## config.mk

```make
export PLATFORM = sky130hd
export DESIGN_NAME = pipelined_adder
export DESIGN_NICKNAME = d
export VERILOG_FILES = /design/src/rtl/adder_pkg.sv /design/src/rtl/adder_stage.sv /design/src/rtl/pipelined_adder.sv
export SDC_FILE = /design/constraint.sdc
export NUM_CORES = 1
export LEC_CHECK = 0
export BUFFER_PORTS_ARGS = -buffer_cell sky130_fd_sc_hd__buf_4
export CAP_MARGIN = 20
export CORE_MARGIN = 4
export CORE_UTILIZATION = 59
export CTS_BUF_LIST = sky130_fd_sc_hd__clkbuf_8 sky130_fd_sc_hd__clkbuf_16
export DETAILED_ROUTE_END_ITERATION = 12
export GPL_ROUTABILITY_DRIVEN = 0
export PLACE_DENSITY = 0.86
export SLEW_MARGIN = 20
export SYNTH_ARGS = -nofsm -noshare
export SYNTH_HDL_FRONTEND = slang
export SYNTH_SLANG_ARGS = --single-unit
```

## constraint.sdc

```tcl
create_clock -name clk -period 10 [get_ports clk]
set_clock_uncertainty 0.1 [all_clocks]
set_input_delay 2.5 -clock clk [delete_from_list [all_inputs] [get_ports clk]]
set_output_delay 2.5 -clock clk [all_outputs]
set_load 0.02 [all_outputs]
```

## src/rtl/adder_pkg.sv

```systemverilog
// Shared defaults and result-flag type for the pipelined adder.
package adder_pkg;

  localparam int DEFAULT_WIDTH  = 32;
  localparam int DEFAULT_STAGES = 4;

  typedef struct packed {
    logic carry;
    logic overflow;
    logic zero;
  } flags_t;

endpackage

```

## src/rtl/adder_stage.sv

```systemverilog
// One pipeline stage: adds chunk IDX of the operands with the carry from the
// previous stage and registers the partial result alongside the pending operands.
module adder_stage
  import adder_pkg::*;
#(
  parameter int WIDTH  = DEFAULT_WIDTH,
  parameter int STAGES = DEFAULT_STAGES,
  parameter int IDX    = 0
) (
  input  logic             clk,
  input  logic             rst,
  input  logic             en,
  input  logic             prev_valid,
  input  logic             prev_sub,
  input  logic [WIDTH-1:0] prev_a,
  input  logic [WIDTH-1:0] prev_b,
  input  logic [WIDTH-1:0] prev_sum,
  input  logic             prev_carry,
  input  logic             prev_zero,
  output logic             valid,
  output logic             sub,
  output logic [WIDTH-1:0] a,
  output logic [WIDTH-1:0] b,
  output logic [WIDTH-1:0] sum,
  output logic             carry,
  output logic             zero,
  output logic             overflow
);

  localparam int CW   = WIDTH / STAGES;
  localparam int LO   = IDX * CW;
  localparam bit LAST = (IDX == STAGES - 1);

  logic [CW-1:0]    a_chunk;
  logic [CW-1:0]    b_chunk;
  logic [CW-1:0]    s_chunk;
  logic             c_chunk;
  logic [WIDTH-1:0] sum_next;
  flags_t           flags_next;

  logic             valid_reg;
  logic             sub_reg;
  logic [WIDTH-1:0] a_reg;
  logic [WIDTH-1:0] b_reg;
  logic [WIDTH-1:0] sum_reg;
  flags_t           flags_reg;

  // B is inverted chunk by chunk with the delayed sub bit; stage 0 gets sub as carry-in.
  always_comb begin
    a_chunk = prev_a[LO +: CW];
    b_chunk = prev_b[LO +: CW] ^ {CW{prev_sub}};
    {c_chunk, s_chunk} = {1'b0, a_chunk} + {1'b0, b_chunk} + {{CW{1'b0}}, prev_carry};
    sum_next = prev_sum;
    sum_next[LO +: CW] = s_chunk;
    flags_next.carry    = c_chunk;
    flags_next.zero     = prev_zero && (s_chunk == '0);
    flags_next.overflow = LAST && (a_chunk[CW-1] == b_chunk[CW-1])
                          && (s_chunk[CW-1] != a_chunk[CW-1]);
  end

  always_ff @(posedge clk) begin
    if (rst) begin
      valid_reg <= 1'b0;
      sub_reg   <= 1'b0;
      a_reg     <= '0;
      b_reg     <= '0;
      sum_reg   <= '0;
      flags_reg <= '0;
    end else if (en) begin
      valid_reg <= prev_valid;
      sub_reg   <= prev_sub;
      a_reg     <= prev_a;
      b_reg     <= prev_b;
      sum_reg   <= sum_next;
      flags_reg <= flags_next;
    end
  end

  assign valid    = valid_reg;
  assign sub      = sub_reg;
  assign a        = a_reg;
  assign b        = b_reg;
  assign sum      = sum_reg;
  assign carry    = flags_reg.carry;
  assign zero     = flags_reg.zero;
  assign overflow = flags_reg.overflow;

endmodule

```

## src/rtl/pipelined_adder.sv

```systemverilog
// Carry-chained adder/subtractor split into STAGES chunk stages with a
// valid/ready handshake; the whole pipeline stalls on output backpressure.
module pipelined_adder
  import adder_pkg::*;
#(
  parameter int WIDTH  = DEFAULT_WIDTH,
  parameter int STAGES = DEFAULT_STAGES
) (
  input  logic             clk,
  input  logic             rst,
  input  logic             in_valid,
  output logic             in_ready,
  input  logic [WIDTH-1:0] in_a,
  input  logic [WIDTH-1:0] in_b,
  input  logic             in_sub,
  output logic             out_valid,
  input  logic             out_ready,
  output logic [WIDTH-1:0] out_sum,
  output logic             out_carry,
  output logic             out_overflow,
  output logic             out_zero
);

  logic             advance;
  logic             valid_pipe [STAGES+1];
  logic             sub_pipe   [STAGES+1];
  logic             carry_pipe [STAGES+1];
  logic             zero_pipe  [STAGES+1];
  logic             ovf_pipe   [STAGES+1];
  logic [WIDTH-1:0] a_pipe     [STAGES+1];
  logic [WIDTH-1:0] b_pipe     [STAGES+1];
  logic [WIDTH-1:0] sum_pipe   [STAGES+1];

  assign valid_pipe[0] = in_valid;
  assign sub_pipe[0]   = in_sub;
  assign carry_pipe[0] = in_sub;
  assign zero_pipe[0]  = 1'b1;
  assign ovf_pipe[0]   = 1'b0;
  assign a_pipe[0]     = in_a;
  assign b_pipe[0]     = in_b;
  assign sum_pipe[0]   = '0;

  generate
    for (genvar gi = 0; gi < STAGES; gi++) begin : g_stage
      adder_stage #(
        .WIDTH (WIDTH),
        .STAGES(STAGES),
        .IDX   (gi)
      ) u_stage (
        .clk       (clk),
        .rst       (rst),
        .en        (advance),
        .prev_valid(valid_pipe[gi]),
        .prev_sub  (sub_pipe[gi]),
        .prev_a    (a_pipe[gi]),
        .prev_b    (b_pipe[gi]),
        .prev_sum  (sum_pipe[gi]),
        .prev_carry(carry_pipe[gi]),
        .prev_zero (zero_pipe[gi]),
        .valid     (valid_pipe[gi+1]),
        .sub       (sub_pipe[gi+1]),
        .a         (a_pipe[gi+1]),
        .b         (b_pipe[gi+1]),
        .sum       (sum_pipe[gi+1]),
        .carry     (carry_pipe[gi+1]),
        .zero      (zero_pipe[gi+1]),
        .overflow  (ovf_pipe[gi+1])
      );
    end
  endgenerate

  // A full output slot with a stalled consumer freezes every stage, bubbles included.
  assign in_ready     = out_ready || !out_valid;
  assign advance      = in_ready;

  assign out_valid    = valid_pipe[STAGES];
  assign out_sum      = sum_pipe[STAGES];
  assign out_carry    = carry_pipe[STAGES];
  assign out_overflow = ovf_pipe[STAGES];
  assign out_zero     = zero_pipe[STAGES];

endmodule

```

==> Yosys cells after proc, flatten, opt, wreduce, memory -nomap -nowiden <==
Index checks and enable logic that the tools add are counted.
{ "word_totals": {"inputBits": 69, "elab_cells": 50, "mem_bits_rw": 0, "mem_bits_ro": 0, "output_inout_bits": 37, "mem_count": 0, "latch_bits": 0, "ff_bits": 288} }
{ "classes": {"div": 0, "n_shift": 0, "eq_ne": 2, "mul": 0, "magnitude_cmp": 0, "add_sub_neg": 8, "bitwise_logic": 4, "n_reduce_logical": 10, "mux": 0} }
{ "ops": {"columns": ["operator", "n"], "rows": [
  ["adder 8 x 8 -> 9 bit", 4],
  ["adder 9 x 1 -> 9 bit", 4],
  ["zero test 8 bit", 4],
  ["bitwise XOR 8 bit", 4],
  ["logical AND 1 bit", 4],
  ["equality test 1 bit", 1],
  ["zero test 1 bit", 1],
  ["logical OR 1 bit", 1],
  ["!= test 1 bit", 1]
]} }

==> Logic depth before layout (Yosys ltp) <==
Gate-level depths: netlist (run 1).
{ "depth": {"depth_word": 5, "depth_mapped": 11, "depth_no_buf": 10} }

==> By module <==
A second synthesis (run 1) with hierarchy kept.
{ "unflattened": {"hier_cells": 1542, "hier_area_um2": 15788.9} }
{ "modules_own_cells": {"columns": ["module", "instances", "area_each_um2", "seq_area_each_um2", "cells_per_inst"], "rows": [
  ["adder_stage at g_stage[0].u_stage ...", 3, 3935.0, 2001.9, 384],
  ["adder_stage at g_stage[3].u_stage", 1, 3970.1, 2021.9, 387],
  ["pipelined_adder", 1, 13.8, 0.0, 3]
]} }

==> Least setup slack after synthesis (run 1) <==
No wires, ideal clock.
{ "synth_path": {"path_kind": "input to output", "start": "input port out_ready", "end": "output port in_ready", "stages": 5, "n_path_buf": 3, "t_arrival_ps": 3482, "path_slack_ps": 3918, "required_ps": 7400, "path_cell_list": "nor2b_1 clkbuf_1 inv_2 clkbuf_1 buf_1"} }
{ "synth_via": {"elab_chain_len": 1} }
{ "synth_rtl": {"columns": ["item", "line", "source"], "rows": [
  ["from (decl)", "pipelined_adder.sv:17", "input logic out_ready,"],
  ["logical OR 1 bit", "pipelined_adder.sv:73", "assign in_ready = out_ready || !out_valid;"],
  ["to (decl)", "pipelined_adder.sv:12", "output logic in_ready,"]
]} }
No other way between the ends.

==> Worst setup path after layout (run 1) <==
Same ends and word-level chain as after synthesis.

==> flow_summary.yaml, run 1 <==
synth:
  yosysSeqAreaShare_pct: 47.2
  synth_nets: 1123
  synth_common_cells: "nand2_1, dfxtp_1, a21oi_1"
  netlist.top_cell.by_area: "dfxtp_1"
  synth.distinct_cells: 49
  ys.flop_type: "dfxtp_1"
  yosys_warnings: 0
  synthTopCellsByArea: "dfxtp_1, nand2_1, a21oi_1, ha_1, xor2_1"
  ys_seq_elements: 192
  synth_edf_count: 0
  postSynth.asyncResetShare_pct: 0
  avgSynthCellArea_um2: 8.00
  synth_top_area_share_pct: 47.2
  synth.most_common_cell: "nand2_1"
  synth_area_um2: 8150
  syn-instance-count: 1019
clock_tree:
  clock-root-buffer: "clkbuf_16"
  ctsHoldBuffers: 0
  cts_buffers: 17
  clk_latency_ns: 0.43
  h-tree-depth: 4
  ctsResizeCount: 0
  clockBufferDepth: 2
  cts_tree: "done"
  clk_pin_slew_ns: 0.07
  cts.sinks: 192
  cts_setup_buffers: 0
routing:
  vias: 6786
  first_pass_iters: 5
  drt_iter0_markers: 501
  wirelength_mm: 17.0
  via_per_inst: 5.35
  drc_errors: 0
  antenna_left: 0
  wl_per_cell_um: 13.4
placement:
  placed_cell_area_um2: 8940
  io_buffers: 105
  hpwl_mm: 11.1
worst_setup_path:
  rr_worst_depth: 9
  cp-start-kind: "input port"
  startpoint: "out_ready"
  worstPathRequired_ns: 7.40
  r2r_slack_ns: 6.66
  arrival_ns: 3.37
  rr_startpoint: "g_stage[2].u_stage.sub"
  reg2reg_to: "g_stage[3].u_stage.zero"
  path_max_fanout: 101
  endpoint: "in_ready"
  end_kind: "output pin"
  path_class: "input port to output pin"
timing:
  min_period_ns: 5.97
  slew_headroom_pct: 29.1
  report.final.slew_viol_count: 0
  max_freq_ghz: 0.167
  tightest_slew_ns: 1.06
  final_hold_viol_count: 0
  post-route-period-util_pct: 59.7
  final.setup.tns_ns: 0
  rsz0062_at_grt: "no"
  setup_violations: 0
finish:
  diodes: 0
  largest_reg_flops: 80
  fill_cells: 1053
  layout-drive-gt1-share_pct: 13.6
  area_delta_synth_final_pct: 16.9
  final_area_um2: 9530
  fin_nets: 1183
die:
  die_height_um: 126
  core.rowCount: 42
  fp.dieW_um: 126
  dieArea_um2: 15800
  start_util_pct: 60.8
  coreArea_um2: 13400
  io_pins: 106
power_and_ir_drop:
  power.density_nw_per_um2: 181
  ir_drop_mv: 0.128
  leakage_nw: 4.01
job:
  cap_violations: 0
grt:
  grt_max_degree: 108
  antenna_found_initial: 0
  overflow: 0
  grt_util_all_layers_pct: 21.2
  grt_pass1_vias: 6096
  grt_pass1_wl_mm: 28.1
outcome:
  status: "finished clean"
worst_hold_path:
  hold_path.class: "flop to flop"
-- logic make-up (layout without fill, tap and decap cells) --
family	Yosys count	in the layout	synth area share [%]
compound gates	248	248	17.4
xor+xnor	49	49	5.26
simple gates	413	413	20.2
mux	1	1	0.169
buf+inv	81	154	3.82
flops	192	192	47.2
fa+ha+maj	35	35	6.02
-- power by group --
| part | total [mW] | internal (mW) | switching (mW) |
|---|---|---|---|
| Combinational | 0.213 | 0.0965 | 0.117 |
| Sequential | 0.843 | 0.815 | 0.0280 |
| Clock | 0.671 | 0.381 | 0.289 |
| Total | 1.73 | 1.29 | 0.434 |
-- worst max-delay path, cell delays in order --
cell     delay, ns
buf_4         0.09
nor2b_4       0.06
inv_6         0.46
buf_4         0.26
-- per-stage QoR --
step	util (%)	cells	hold WS (ns)	worst slack [ns]	power, mW
floorplan	-	1019	0.332	3.92	1.00
global placement	66.7	1236	0.338	4.00	1.06
detailed placement	66.7	1236	0.344	4.00	1.07
CTS	71.1	1268	0.353	3.99	1.73
global route	71.1	1268	0.367	3.93	1.79
finish	71.1	1268	0.351	4.03	1.73
-- cell type report --
class	count	area, um^2	area share (%)
Timing Repair Buffer	109	822	8.62
Clock buffer	19	453	4.75
Multi-Input combinational cell	746	4000	42.0
Clock inverter	13	135	1.42
Sequential cell	192	3840	40.3
Tap cell	176	220	2.31
Inverter	13	53.8	0.564
-- routing by layer --
| layer | global-route usage [%] | part of all wire (%) |
|---|---|---|
| met5 | 0 | 0 |
| met4 | 6.31 | 1.6 |
| met1 | 29.2 | 46 |
| met3 | 5.76 | 6.3 |
| met2 | 32.8 | 46 |
-- placed cells by master (no fill, tap or decap), types with 3 or more instances in the layout --
cell type  Yosys  layout
clkinv_4       0       3
inv_6          0       3
clkbuf_16      0      17
a221oi_1       3       3
nor2b_1        8       7
o31a_1         5       5
or3_1          3       3
o21ai_0       12      12
a211oi_1      14      14
inv_1         12      13
clkinv_2       0       4
a21o_1         5       5
nand2b_1       4       4
buf_4          0     108
nor3_1         7       7
o21a_1         9       9
xnor2_1       17      17
ha_1          28      28
nand2_1      338     338
a21oi_1      182     182
xor2_1        32      32
fa_1           7       7
o21ai_1        3       3
dfxtp_1      192     192
nor2_1        38      38
-- worst min-delay path by stage --
stage,start,to,cells past startpoint
floorplan,g_stage[2].u_stage.sum[23],g_stage[3].u_stage.sum[23],2
global placement,g_stage[3].u_stage.sum[31],g_stage[3].u_stage.sum[31],2
detailed placement,g_stage[0].u_stage.b[26],g_stage[0].u_stage.b[26],2
CTS,g_stage[0].u_stage.a[16],g_stage[0].u_stage.a[16],2
global route,g_stage[2].u_stage.sum[10],g_stage[2].u_stage.sum[10],2
finish,g_stage[0].u_stage.b[23],g_stage[0].u_stage.b[23],2
No activity file was read; power rests on OpenSTA's default activity.
==> run 2, diff against run 1 <==
CORE_UTILIZATION = 58   (was 59)
PLACE_DENSITY = 0.85   (was 0.86)
clock period = 5.7 ns   (was 10 ns; I/O delays follow)
==> run 2 against run 1 <==
- flip-flop and latch count unchanged
- cell count up 0.32%
- power up 77%
- combinational power up 77%
- wire length up 3.0%
==> flow_summary.yaml, run 2 (synthesized netlist as in run 1, its figures left out) <==
outcome:
  status: "finished clean"
placement:
  io_buffers: 105
  preCtsSetupSlack_ns: 1.76
  hpwl_mm: 11.5
  dp.cells: 1240
  placed_cell_area_um2: 8950
worst_hold_path:
  holdPathStages: 2
  hold_path.class: "flop to flop"
  hp-start: "g_stage[3].u_stage.sum[12]"
  min_to: "g_stage[3].u_stage.sum[12]"
timing:
  tightest_slew_ns: 1.04
  final_hold_viol_count: 0
  max_freq_ghz: 0.253
  report.final.slew_viol_count: 0
  rsz0062_at_grt: "no"
  setup_violations: 0
  post-route-period-util_pct: 69.3
  layout_setup_ws_ns: 1.75
  min_period_ns: 3.95
  slew_headroom_pct: 30.3
  timing.hold.ws_ns: 0.350
  final.setup.tns_ns: 0
worst_setup_path:
  arrival_ns: 2.43
  critPathMaxStageDelay_ns: 0.56
  rr_startpoint: "g_stage[2].u_stage.sub"
  cpMostUsedCell: "buf_4"
  cp-start-kind: "input port"
  worstPathRequired_ns: 4.18
  path_max_fanout: 118
  rr_worst_depth: 9
  slowest_stage: "inv_6"
  path_cells: "buf_4 -> nor2b_4 -> inv_6 -> buf_4"
  reg2reg_to: "g_stage[3].u_stage.zero"
  end_kind: "output pin"
  r2r_slack_ns: 2.31
  path_class: "input port to output pin"
clock_tree:
  ctsResizeCount: 0
  cts_setup_buffers: 0
  ctsHoldBuffers: 0
  clockBufferDepth: 2
  cts.sinks: 192
  clk_pin_slew_ns: 0.07
  h-tree-depth: 4
  cts_buffers: 17
  cts_tree: "done"
  clock-root-buffer: "clkbuf_16"
  clk_latency_ns: 0.43
routing:
  antenna_left: 0
  vias: 6818
  via_per_inst: 5.36
  first_pass_iters: 5
  wirelength_mm: 17.5
  drt_iter0_markers: 632
  drc_errors: 0
  wl_per_cell_um: 13.8
die:
  io_pins: 106
  die_height_um: 127
  start_util_pct: 59.0
  fp.dieW_um: 127
  core.rowCount: 43
  dieArea_um2: 16000
  coreArea_um2: 13800
power_and_ir_drop:
  power_switching_mw: 0.791
  power.internal_mw: 2.26
  combPwrFrac_pct: 12.3
  seqPwrFrac_pct: 48.5
  ir_drop_mv: 0.221
  finalPower_mw: 3.05
  clkPwrFrac_pct: 39.2
  power.density_nw_per_um2: 319
  swShare_pct: 25.9
  leakage_nw: 4.01
grt:
  grt_max_degree: 138
  grt_pass1_vias: 6344
  grt_util_all_layers_pct: 22.1
  antenna_found_initial: 0
  grt_pass1_wl_mm: 29.4
  overflow: 0
finish:
  finalNonFillerCells: 1272
  final_common_cell: "nand2_1"
  fill_cells: 1108
  layout_common_cells: "nand2_1, dfxtp_1, a21oi_1, buf_4, nor2_1"
  largest_reg_flops: 80
  layout-drive-gt1-share_pct: 13.6
  diodes: 0
  fin_nets: 1183
  final_area_um2: 9550
  fin_util_pct: 69.1
  area_delta_synth_final_pct: 17.1
job:
  cap_violations: 0
-- run 2: cell types whose count changed in the layout (fill, tap and decap cells not counted) --
cell / previous run / this run
clkinv_2: 4 / 0
inv_8: 0 / 3
clkbuf_8: 2 / 0
inv_6: 3 / 5
clkinvlp_4: 1 / 2
-- run 2: cell type report --
cell class	count	area, um^2	area share [%]
Timing Repair Buffer	109	822	8.61
Clock buffer	17	425	4.46
Multi-Input combinational cell	746	4000	41.9
Sequential cell	192	3840	40.3
Tap cell	180	225	2.36
Inverter	13	53.8	0.563
Clock inverter	15	174	1.82
-- run 2: power by group through the flow --
stage          clock (mW)  sequential (mW)  combinational (mW)
6_report             1.19             1.48               0.377
3_5_place_dp            0             1.51               0.371
5_1_grt              1.27             1.49               0.422
4_1_cts              1.21             1.48               0.375
2_1_floorplan           0             1.51               0.248
3_3_place_gp            0             1.51               0.363
-- run 2: metal layers --
| layer | track usage (%) | wire length (um) |
|---|---|---|
| met5 | 0 | 0 |
| met4 | 6.88 | 275 |
| met3 | 4.88 | 1030 |
| met2 | 33.7 | 7990 |
| met1 | 31.5 | 8210 |
-- run 2: how the worst max path moves through the flow --
stage	from	to	slack, ns	depth (start not counted)
floorplan	out_ready	in_ready	1.77	5
global placement	out_ready	in_ready	1.77	4
detailed placement	out_ready	g_stage[3].u_stage.zero	1.76	7
CTS	out_ready	in_ready	1.76	4
global route	out_ready	in_ready	1.68	4
finish	out_ready	in_ready	1.75	4
-- run 2: critical path: cells and delay by family --
family / cells / cell delay [ns]
buffers and inverters: 3 / 0.92
AND/OR/NAND/NOR: 1 / 0.04
